File: src/rtl/joybus_poll_sched.sv
// JoyBus poll sequencer: TX command, edge-armed RX of one 32-bit frame, latch.
// Periodic and forced polls with edge/RX timeouts, auto-retry and link tracking.
module joybus_poll_sched #(
    parameter int unsigned POLL_PERIOD  = 416667,
    parameter int unsigned EDGE_TIMEOUT = 2500,
    parameter int unsigned RX_TIMEOUT   = 5000,
    parameter int unsigned GAP_CYC      = 50,
    parameter int unsigned MAX_RETRY    = 3,
    parameter logic [23:0] POLL_CMD     = 24'h400300
) (
    input  logic        clk,
    input  logic        rst_n,
    input  logic        enable,
    input  logic        force_poll,
    input  logic        jb_line,
    output logic        tx_start,
    output logic [23:0] tx_cmd,
    input  logic        tx_done,
    output logic        rx_start,
    input  logic        rx_done,
    input  logic [31:0] rx_data,
    output logic [31:0] cntlr_data,
    output logic        cntlr_valid,
    output logic        connected,
    output logic        timeout_pulse,
    output logic        busy
);
    localparam int unsigned   PW         = (POLL_PERIOD > 1) ? $clog2(POLL_PERIOD) : 1;
    localparam logic [PW-1:0] PER_LAST   = PW'(POLL_PERIOD - 1);
    localparam logic [15:0]   EDGE_LAST  = 16'(EDGE_TIMEOUT - 1);
    localparam logic [15:0]   RX_LAST    = 16'(RX_TIMEOUT - 1);
    localparam logic [15:0]   GAP_LAST   = 16'(GAP_CYC - 1);
    localparam logic [2:0]    RETRY_LAST = 3'(MAX_RETRY - 1);

    typedef enum logic [2:0] {
        ST_IDLE, ST_SEND, ST_EDGE, ST_RECV, ST_OK, ST_FAIL, ST_GAP
    } state_t;

    state_t        state;
    logic          jb_sync_p0, jb_sync_p1, jb_hist_p2;
    logic          fall;
    logic [PW-1:0] per_cnt;
    logic          per_wrap;
    logic          pending;
    logic          fail_now;
    logic [15:0]   timer;
    logic [2:0]    retry_cnt;

    assign tx_cmd = POLL_CMD;

    // sync stage: jb_line -> p0 -> p1, p2 holds the previous synchronized level
    always_ff @(posedge clk) begin
        if (!rst_n) begin
            jb_sync_p0 <= 1'b1;
            jb_sync_p1 <= 1'b1;
            jb_hist_p2 <= 1'b1;
        end else begin
            jb_sync_p0 <= jb_line;
            jb_sync_p1 <= jb_sync_p0;
            jb_hist_p2 <= jb_sync_p1;
        end
    end

    assign fall     = jb_hist_p2 & ~jb_sync_p1;
    assign per_wrap = enable && (per_cnt == PER_LAST);

    always_ff @(posedge clk) begin
        if (!rst_n || !enable) begin
            per_cnt <= '0;
        end else if (per_wrap) begin
            per_cnt <= '0;
        end else begin
            per_cnt <= per_cnt + 1'b1;
        end
    end

    // A response edge or rx_done arriving together with timer expiry wins.
    always_comb begin
        fail_now = 1'b0;
        if (state == ST_EDGE) begin
            fail_now = !fall && (timer == EDGE_LAST);
        end else if (state == ST_RECV) begin
            fail_now = !rx_done && (timer == RX_LAST);
        end
    end

    always_ff @(posedge clk) begin
        if (!rst_n) begin
            state         <= ST_IDLE;
            tx_start      <= 1'b0;
            rx_start      <= 1'b0;
            cntlr_valid   <= 1'b0;
            timeout_pulse <= 1'b0;
            cntlr_data    <= '0;
            connected     <= 1'b0;
            busy          <= 1'b0;
            pending       <= 1'b0;
            retry_cnt     <= '0;
            timer         <= '0;
        end else begin
            tx_start      <= 1'b0;
            rx_start      <= 1'b0;
            cntlr_valid   <= 1'b0;
            timeout_pulse <= 1'b0;
            if (timer != 16'hFFFF) begin
                timer <= timer + 16'd1;
            end

            case (state)
                ST_IDLE: if (pending) begin
                    state    <= ST_SEND;
                    tx_start <= 1'b1;
                    busy     <= 1'b1;
                    pending  <= 1'b0;
                    timer    <= '0;
                end
                ST_SEND: if (tx_done) begin
                    state <= ST_EDGE;
                    timer <= '0;
                end
                ST_EDGE: if (fall) begin
                    state    <= ST_RECV;
                    rx_start <= 1'b1;
                    timer    <= '0;
                end
                ST_RECV: if (rx_done) begin
                    state       <= ST_OK;
                    cntlr_data  <= rx_data;
                    cntlr_valid <= 1'b1;
                    connected   <= 1'b1;
                    retry_cnt   <= '0;
                    timer       <= '0;
                end
                ST_OK, ST_FAIL: begin
                    state <= ST_GAP;
                    timer <= '0;
                end
                ST_GAP: if (timer == GAP_LAST) begin
                    state <= ST_IDLE;
                    busy  <= 1'b0;
                    timer <= '0;
                end
                default: begin
                    state <= ST_IDLE;
                    busy  <= 1'b0;
                end
            endcase

            if (fail_now) begin
                state         <= ST_FAIL;
                timeout_pulse <= 1'b1;
                timer         <= '0;
                if (retry_cnt == RETRY_LAST) begin
                    connected <= 1'b0;
                    retry_cnt <= '0;
                end else begin
                    retry_cnt <= retry_cnt + 3'd1;
                    pending   <= 1'b1;
                end
            end

            // New requests are never lost, even in the cycle IDLE is left.
            if (force_poll || per_wrap) begin
                pending <= 1'b1;
            end
        end
    end
endmodule

File: config.mk
export PLATFORM = sky130hd
export DESIGN_NAME = joybus_poll_sched
export DESIGN_NICKNAME = d
export VERILOG_FILES = /design/src/rtl/joybus_poll_sched.sv
export SDC_FILE = /design/constraint.sdc
export NUM_CORES = 1
export LEC_CHECK = 0
export CORE_ASPECT_RATIO = 1.25
export CORE_UTILIZATION = 52
export DETAILED_ROUTE_END_ITERATION = 10
export PLACE_DENSITY = 0.94
export SYNTH_ARGS = -nofsm -noshare
export SYNTH_HDL_FRONTEND = slang
export SYNTH_SLANG_ARGS = --single-unit
File: constraint.sdc
create_clock -name clk -period 4.85 [get_ports clk]
set_clock_uncertainty 0.1 [all_clocks]
set_input_delay 0.485 -clock clk [delete_from_list [all_inputs] [get_ports clk]]
set_output_delay 0.485 -clock clk [all_outputs]
set_load 0.1 [all_outputs]
==> results of run 1 <==
## registers in the layout (all words and copies together), names as in the netlist
name           flops
per_cnt           19
retry_cnt          3
rx_start           1
jb_sync_p1         1
connected          1
jb_hist_p2         1
pending            1
timer             16
busy               1
tx_start           1
cntlr_data        32
timeout_pulse      1
jb_sync_p0         1
state              3
cntlr_valid        1
## cell usage after synthesis (2+ instances only)
| library cell | instances |
|---|---|
| a211oi_1 | 9 |
| nor4_1 | 3 |
| or3_1 | 6 |
| buf_4 | 24 |
| nand4b_1 | 3 |
| a21oi_1 | 44 |
| inv_1 | 7 |
| a31oi_1 | 4 |
| ha_1 | 5 |
| and4_1 | 4 |
| xor2_1 | 13 |
| clkbuf_1 | 12 |
| nor3_1 | 10 |
| nor2b_1 | 3 |
| buf_6 | 2 |
| nand3_1 | 24 |
| nand2b_1 | 5 |
| dfxtp_1 | 83 |
| nand2_1 | 89 |
| and3_1 | 4 |
| nor2_1 | 41 |
| nand4_1 | 5 |
| o21ai_0 | 3 |
| xnor2_1 | 15 |
| conb_1 | 2 |
| mux2i_1 | 2 |
| nor4b_1 | 2 |
| buf_2 | 4 |
## cells by family after synthesis
| group | after synthesis |
|---|---|
| flops | 83 |
| mux | 2 |
| simple gates | 211 |
| compound gates | 64 |
| other cells | 2 |
| buf+inv | 49 |
| xor+xnor | 28 |
| fa+ha+maj | 5 |
## path summary, 6_finish.rpt
| kind | start | endpoint |
|---|---|---|
| worst max register to register | timer[0] | retry_cnt[1] |
| worst min register to register | jb_sync_p0 | jb_sync_p1 |
| worst min-delay path | jb_sync_p0 | jb_sync_p1 |
| worst max-delay path | timer[0] | retry_cnt[1] |
## layer usage
layer | global-route usage | share of wire | up-vias
li1 | - | - | 1592
met1 | 0.231 | 0.41 | 1524
met4 | 0.118 | 0.020 | 0
met3 | 0.0493 | 0.061 | 26
met2 | 0.407 | 0.51 | 154
met5 | 0 | 0 | -
## power by group through the flow
| stage | combinational [mW] | clock, mW | sequential (mW) |
|---|---|---|---|
| floorplan | 0.249 | 0 | 0.858 |
| global placement | 0.396 | 0 | 0.772 |
| detailed placement | 0.402 | 0 | 0.777 |
| CTS | 0.404 | 0.518 | 0.761 |
| global route | 0.428 | 0.549 | 0.769 |
| finish | 0.404 | 0.509 | 0.763 |
## cell type report
class | instances | area share
Clock buffer | 9 | 0.0269
Clock inverter | 7 | 0.0174
Inverter | 7 | 0.00571
Multi-Input combinational cell | 334 | 0.398
Sequential cell | 83 | 0.361
Tap cell | 90 | 0.0245
Timing Repair Buffer | 77 | 0.167
## stage by stage
step | setup WS (ps) | util | total power, mW | instances | cell area [um2]
2_1_floorplan | 2690 | - | 1.11 | 466 | 3780
3_3_place_gp | 2350 | 0.635 | 1.17 | 591 | 4400
3_5_place_dp | 2260 | 0.635 | 1.18 | 591 | 4400
4_1_cts | 2320 | 0.664 | 1.68 | 607 | 4600
5_1_grt | 2190 | 0.664 | 1.75 | 607 | 4600
6_report | 2310 | 0.664 | 1.68 | 607 | 4600
## critical path, stage by stage, from the launching register on
cell and delay, ps:
dfxtp_1 500, ha_1 240, nand4bb_1 160, nor4_1 400, a32oi_2 350, or3_2 530
a31oi_1 180
==> impl_metrics.tcl, run 1 <==
set metrics [dict create \
    die_h_um 96.3 \
    path_max_fanout 13 \
    holdWs_ps 316 \
    floorplan.initialDensity 0.534 \
    n_antenna_cell 0 \
    p_sw_frac 0.363 \
    path_class "reg -> reg" \
    synth_top_family_by_area "simple AND/OR/NAND/NOR gates" \
    hpwl_um 5650 \
    clockRootBuffer "clkbuf_8" \
    max_cap_viol_count 0 \
    cts_inserted_buffers 9 \
    synth_top_cell_area_share 0.449 \
    postCtsHoldBufs 0 \
    switchingPower_mw 0.607 \
    r2r_cells 6 \
    synth_ff_type "dfxtp_1" \
    setup_tns_ps 0 \
    seq_area_frac_synth 0.449 \
    synth_compound_area_frac 0.105 \
    p_leak_nw 1.57 \
    die_w_um 77.4 \
    relSlewSlack 0.203 \
    rrSetupSlack_ps 2310 \
    final.min_clock_period_ps 2540 \
    grt_util_all_layers 0.219 \
    drt_iter0_drc 247 \
    avgSynthCellArea_um2 8.33 \
    row_count 34 \
    yosysWarnings 0 \
    grt_max_degree 42 \
    clockBufferDepth 2 \
    die_area_um2 7460 \
    grt_antenna_before_repair 0 \
    layout-drive-gt1-share 0.0522 \
    io_pins 101 \
    worst_slew_pin_slew_ps 1190 \
    clk_latency_ps 350 \
    ys_ff_latch 83 \
    grt_pass1_vias 2998 \
    grt_first_pass_wirelength_um 13000 \
    vias 3296 \
    multiInputGateArea_um2 1830 \
    avgViaCountPerCell 5.43 \
    synth-simple-area-share 0.276 \
    synthMuxAreaShare 0.00541 \
    comb_power_share 0.241 \
    syn_inst 444 \
    outcome "complete, no violations" \
    area_growth_pct 24.5 \
    gp_congestion 0.946 \
    fin_crit_sh 0.524 \
    p_clk_frac 0.304 \
    cts_sinks 83 \
    portBuffers 76 \
    post_cts_buffers 0 \
    drc 0 \
    num-fill-cells 523 \
    ys_async_sr_fraction 0 \
    hold_class "reg -> reg" \
    drt-pass1-iter-count 6 \
    synth_area_um2 3700 \
    synth_edf_count 0 \
    yosys.area.top_type "dfxtp_1" \
    required_ps 5010 \
    h-tree-depth 3 \
    wirelength_um 8030 \
    final_cell_mix "nand2_1 (89), dfxtp_1 (83), clkdlybuf4s50_1 (76)" \
    core_um2 6930 \
    setup_viol 0 \
    ant_nets 0 \
    path_clk_slew_ps 90 \
    synth_area_leaders "dfxtp_1 (45%), nand2_1 (9.0%), a21oi_1 (6.0%)" \
    wire_per_inst_um 13.2 \
    final_nets 556 \
    gr-total-overflow 0 \
    rsz0062_at_grt "false" \
    synth_xor_area_frac 0.0663 \
    peakVddDrop_v 0.000187 \
    min_path_cells 1 \
    yosysUniqueCellTypes 44 \
    hold_viol_final 0 \
    ctsResizeCount 0 \
    critPathLaunchType "flip-flop" \
    tritoncts "done" \
    slew_viol_final 0 \
    power.density_nw_per_um2 364 \
    pwr-share-seq 0.455 \
    regArea_um2 1660 \
    cp-end-kind "flip-flop" \
    final_common_cell "nand2_1" \
    fmax_mhz 394 \
    synth_fa_ha_area_frac 0.0169 \
    crit_arrival_ps 2710 \
    internal-power_mw 1.07 \
]
No activity file was read; power rests on OpenSTA's default activity.
==> run 2: changes to the inputs <==
--- a/config.mk
+++ b/config.mk
@@ -6,9 +6,9 @@
 export NUM_CORES = 1
 export LEC_CHECK = 0
 export CORE_ASPECT_RATIO = 1.25
-export CORE_UTILIZATION = 52
+export CORE_UTILIZATION = 48
 export DETAILED_ROUTE_END_ITERATION = 10
-export PLACE_DENSITY = 0.94
+export PLACE_DENSITY = 0.89
 export SYNTH_ARGS = -nofsm -noshare
 export SYNTH_HDL_FRONTEND = slang
 export SYNTH_SLANG_ARGS = --single-unit
==> constraint.sdc (replaced) <==
create_clock -name clk -period 2.5 [get_ports clk]
set_clock_uncertainty 0.1 [all_clocks]
set_input_delay 0.25 -clock clk [delete_from_list [all_inputs] [get_ports clk]]
set_output_delay 0.25 -clock clk [all_outputs]
set_load 0.1 [all_outputs]
==> impl_metrics.tcl, run 2 (synthesis gave the netlist of run 1 again) <==
set metrics [dict create \
    outcome "complete, no violations" \
    hold_viol_final 0 \
    regMostFlops "cntlr_data" \
    setup_tns_ps 0 \
    layout-drive-gt1-share 0.147 \
    area_growth_pct 24.1 \
    cts_inserted_buffers 9 \
    grt_antenna_before_repair 0 \
    peakVddDrop_v 0.000376 \
    portBuffers 76 \
    path_class "reg -> reg" \
    switchingPower_mw 1.16 \
    p_clk_frac 0.278 \
    crit_arrival_ps 2560 \
    internal-power_mw 2.01 \
    slew_viol_final 0 \
    die_w_um 80.5 \
    path_clk_slew_ps 80 \
    post_cts_buffers 0 \
    r2r_cells 6 \
    n_antenna_cell 0 \
    setup_viol 0 \
    io_pins 101 \
    grt_first_pass_wirelength_um 12900 \
    clockBufferDepth 2 \
    gr-total-overflow 0 \
    tritoncts "done" \
    fmax_mhz 419 \
    rrSetupSlack_ps 110 \
    clk_latency_ps 360 \
    h-tree-depth 3 \
    gp_congestion 0.901 \
    comb_power_share 0.265 \
    stdcell_area_um2 4590 \
    grt_pass1_vias 2991 \
    wirelength_um 7900 \
    avgViaCountPerCell 5.27 \
    relSlewSlack 0.606 \
    drt-pass1-iter-count 4 \
    hold_class "reg -> reg" \
    final_nets 569 \
    core_um2 7400 \
    critPathLaunchType "flip-flop" \
    vias 3279 \
    min_path_cells 1 \
    wire_per_inst_um 12.7 \
    min_to "jb_sync_p1" \
    postCtsHoldBufs 0 \
    largest_register_ff_count 32 \
    cts_sinks 83 \
    path_max_fanout 10 \
    final_common_cell "nand2_1" \
    grt_max_degree 37 \
    final_cell_mix "nand2_1 (89), dfxtp_1 (83), buf_4 (52)" \
    floorplan.initialDensity 0.500 \
    final.min_clock_period_ps 2390 \
    ant_nets 0 \
    max_cap_viol_count 0 \
    r2r-start "timer[0]" \
    r2r_end "retry_cnt[2]" \
    worst_slew_pin_slew_ps 587 \
    fin_crit_sh 0.954 \
    ctsResizeCount 0 \
    p_leak_nw 1.70 \
    required_ps 2670 \
    cp-end-kind "flip-flop" \
    holdWs_ps 318 \
    pre_cts_ws_ps 178 \
    power.density_nw_per_um2 692 \
    setup_ws_ps 115 \
    drt_iter0_drc 115 \
    hold_path_startpoint "jb_sync_p0" \
    die_area_um2 8060 \
    row_count 35 \
    p_sw_frac 0.366 \
    p_total_mw 3.18 \
    rsz0062_at_grt "false" \
    pwr-share-seq 0.457 \
    clockRootBuffer "clkbuf_8" \
    die_h_um 100 \
    largestRegisters "cntlr_data x32, per_cnt x19, timer x16" \
    placed_area_um2 4410 \
    hpwl_um 5610 \
    drc 0 \
    num-fill-cells 595 \
    grt_util_all_layers 0.204 \
]
==> run 2: cell count changes in the layout (fill, tap and decap cells not counted), sizes merged <==
cell,delta
buf,+51
bufinv,-1
clkbuf,+1
clkdlybuf4s50,-38
clkinv,+1
clkinvlp,+2
inv,-3
==> run 2: metrics by stage <==
stage,utilization,cells
after detailed placement,0.595,606
after global routing,0.620,622
final,0.620,622
after floorplan,-,466
after CTS,0.620,622
after global placement,0.595,606
==> run 2: power groups by stage <==
| stage | sequential (mW) | combinational [mW] | clock, mW |
|---|---|---|---|
| 2_1_floorplan | 1.67 | 0.482 | 0 |
| 3_3_place_gp | 1.48 | 0.830 | 0 |
| 3_5_place_dp | 1.48 | 0.839 | 0 |
| 4_1_cts | 1.45 | 0.842 | 0.902 |
| 5_1_grt | 1.46 | 0.900 | 0.965 |
| 6_report | 1.45 | 0.843 | 0.882 |
==> run 2: metal layers <==
metal | vias up | part of all wire | global-route usage
met5 | - | 0 | 0
met4 | 0 | 0.032 | 0.124
met3 | 18 | 0.061 | 0.0336
met2 | 111 | 0.49 | 0.369
met1 | 1537 | 0.41 | 0.216
li1 | 1613 | - | -
==> run 2: cell type report <==
cell class,instances,area (um2),area share
Multi-Input combinational cell,334,1830,0.399
Inverter,7,26.3,0.00572
Clock inverter,6,48.8,0.0106
Timing Repair Buffer,90,771,0.168
Sequential cell,83,1660,0.362
Clock buffer,10,138,0.0300
Tap cell,92,115,0.0251
==> run 2: worst max path at each step <==
stage	cells past startpoint	slack (ps)	start	to
3_3_place_gp	6	300	rx_done	retry_cnt[1]
6_report	6	110	timer[0]	retry_cnt[2]
3_5_place_dp	6	180	timer[1]	retry_cnt[2]
5_1_grt	6	20	timer[0]	retry_cnt[1]
2_1_floorplan	7	340	timer[0]	retry_cnt[1]
4_1_cts	6	160	timer[1]	retry_cnt[1]
==> run 2: worst max-delay path, cell delays in order (launching register included) <==
cell,delay (ps)
dfxtp_1,340
ha_1,230
nand4bb_1,170
nor4_1,440
a32oi_2,350
or3_1,440
a211oi_1,230
==> run 3: changes to the inputs <==
--- a/config.mk
+++ b/config.mk
@@ -6,9 +6,9 @@
 export NUM_CORES = 1
 export LEC_CHECK = 0
 export CORE_ASPECT_RATIO = 1.25
-export CORE_UTILIZATION = 48
+export CORE_UTILIZATION = 43
 export DETAILED_ROUTE_END_ITERATION = 10
-export PLACE_DENSITY = 0.89
+export PLACE_DENSITY = 0.84
 export SYNTH_ARGS = -nofsm -noshare
 export SYNTH_HDL_FRONTEND = slang
 export SYNTH_SLANG_ARGS = --single-unit
==> constraint.sdc (replaced) <==
create_clock -name clk -period 2.1 [get_ports clk]
set_clock_uncertainty 0.1 [all_clocks]
set_input_delay 0.21 -clock clk [delete_from_list [all_inputs] [get_ports clk]]
set_output_delay 0.21 -clock clk [all_outputs]
set_load 0.1 [all_outputs]
==> impl_metrics.tcl, run 3 (synthesis gave the netlist of run 1 again) <==
set metrics [dict create \
    portBuffers 76 \
    rsz0062_at_grt "true" \
    grt_max_degree 35 \
    p_leak_nw 1.81 \
    clockRootBuffer "clkbuf_8" \
    final_common_cell "nand2_1" \
    post-route-util 0.587 \
    ant_nets 0 \
    die_w_um 85.0 \
    drt-pass1-iter-count 8 \
    worst_slew_pin_slew_ps 568 \
    largestRegisters "cntlr_data x32, per_cnt x19, timer x16" \
    violations "DRC" \
    gr-total-overflow 0 \
    postCtsHoldBufs 0 \
    die_area_um2 8980 \
    largest_register_ff_count 32 \
    path_max_fanout 16 \
    clk_latency_ps 350 \
    cts_inserted_buffers 9 \
    cp-end-kind "flip-flop" \
    grt_pass1_vias 3087 \
    gp_congestion 0.873 \
    required_ps 2230 \
    r2r_end "timer[1]" \
    max_cap_viol_count 0 \
    vias 3264 \
    fin_crit_sh 0.994 \
    tritoncts "done" \
    r2r_cells 6 \
    relSlewSlack 0.618 \
    power.density_nw_per_um2 817 \
    hold_viol_final 0 \
    n_antenna_cell 0 \
    grt_antenna_before_repair 0 \
    die_h_um 106 \
    grt_util_all_layers 0.185 \
    final_cell_mix "nand2_1 (89), dfxtp_1 (80), buf_4 (65)" \
    hold_class "in -> reg" \
    cts_sinks 83 \
    dpl.cell_count 626 \
    path_class "reg -> reg" \
    peakVddDrop_v 0.000331 \
    wire_per_inst_um 12.8 \
    floorplan.initialDensity 0.446 \
    rrSetupSlack_ps 10 \
    grt_first_pass_wirelength_um 13300 \
    hold_path_startpoint "rx_data[24]" \
    regArea_um2 1670 \
    outcome "finished with violations" \
    setup_viol 0 \
    wirelength_um 8260 \
    setup_tns_ps 0 \
    stdcell_count 643 \
    fmax_mhz 479 \
    avgViaCountPerCell 5.08 \
    multiInputGateArea_um2 1930 \
    io_pins 101 \
    critPathLaunchType "flip-flop" \
    final.min_clock_period_ps 2090 \
    h-tree-depth 3 \
    r2r-start "timer[6]" \
    hpwl_um 6100 \
    layout-drive-gt1-share 0.190 \
    core_um2 8290 \
    slew_viol_final 0 \
    final_nets 585 \
    num-fill-cells 699 \
    regMostFlops "cntlr_data" \
    row_count 37 \
    clockBufferDepth 2 \
    crit_arrival_ps 2210 \
    area_growth_pct 31.5 \
    drt_iter0_drc 191 \
    path_clk_slew_ps 80 \
    drc 15 \
    min_path_cells 3 \
    min_to "cntlr_data[24]" \
]
-- run 3: layout make-up --
class | instances | area share
clock buffer | 13 | 0.0327
inverter | 7 | 0.00540
sequential | 83 | 0.342
multi-input combinational | 334 | 0.396
clock inverter | 3 | 0.00951
timing repair buffer | 106 | 0.189
tap | 97 | 0.0249
-- run 3: layer usage --
| layer | routed length (um) | vias to the layer above | GRT usage |
|---|---|---|---|
| li1 | - | 1648 | - |
| met1 | 3350 | 1509 | 0.196 |
| met2 | 4310 | 96 | 0.336 |
| met3 | 442 | 11 | 0.0313 |
| met4 | 163 | 0 | 0.113 |
| met5 | 0 | - | 0 |
-- run 3: timing repair --
| action | 4_1_cts | 5_1_grt |
|---|---|---|
| gates cloned | 0 | 0 |
| setup endpoints to repair | 3 | 20 |
| setup buffers | 0 | 1 |
| resized for setup | 0 | 17 |
| pin swaps | 2 | 3 |
-- run 3: worst max-delay path by stage --
| stage | from | to | slack [ps] |
|---|---|---|---|
| finish | timer[6] | timer[1] | 10 |
| global route | timer[6] | timer[13] | -30 |
| CTS | timer[6] | pending | 30 |
| detailed placement | rx_done | pending | -80 |
| global placement | rx_done | retry_cnt[1] | 4 |
| floorplan | timer[0] | retry_cnt[1] | 10 |
-- run 3: critical path, cell delays in order (launching register included) --
cell and delay [ps]:
dfxtp_2 320, or4_4 570, nor4_4 310, a211oi_2 140, o311ai_4 270, buf_12 190, a211oi_1 50
-- run 3: stage by stage --
stage | hold slack, ps | power, mW | worst slack (ps) | instance area [um2]
after floorplan | 211 | 2.56 | 12.6 | 3790
after global placement | 306 | 2.81 | 3.80 | 4560
after detailed placement | 305 | 2.82 | -75.1 | 4560
after CTS | 288 | 3.98 | 33.6 | 4760
after global routing | 293 | 4.15 | -31.3 | 4870
final | 293 | 3.98 | 13.2 | 4870
-- run 3: power breakdown --
group,internal (mW),switching (mW)
Combinational,0.326,0.773
Sequential,1.65,0.0680
Clock,0.617,0.539
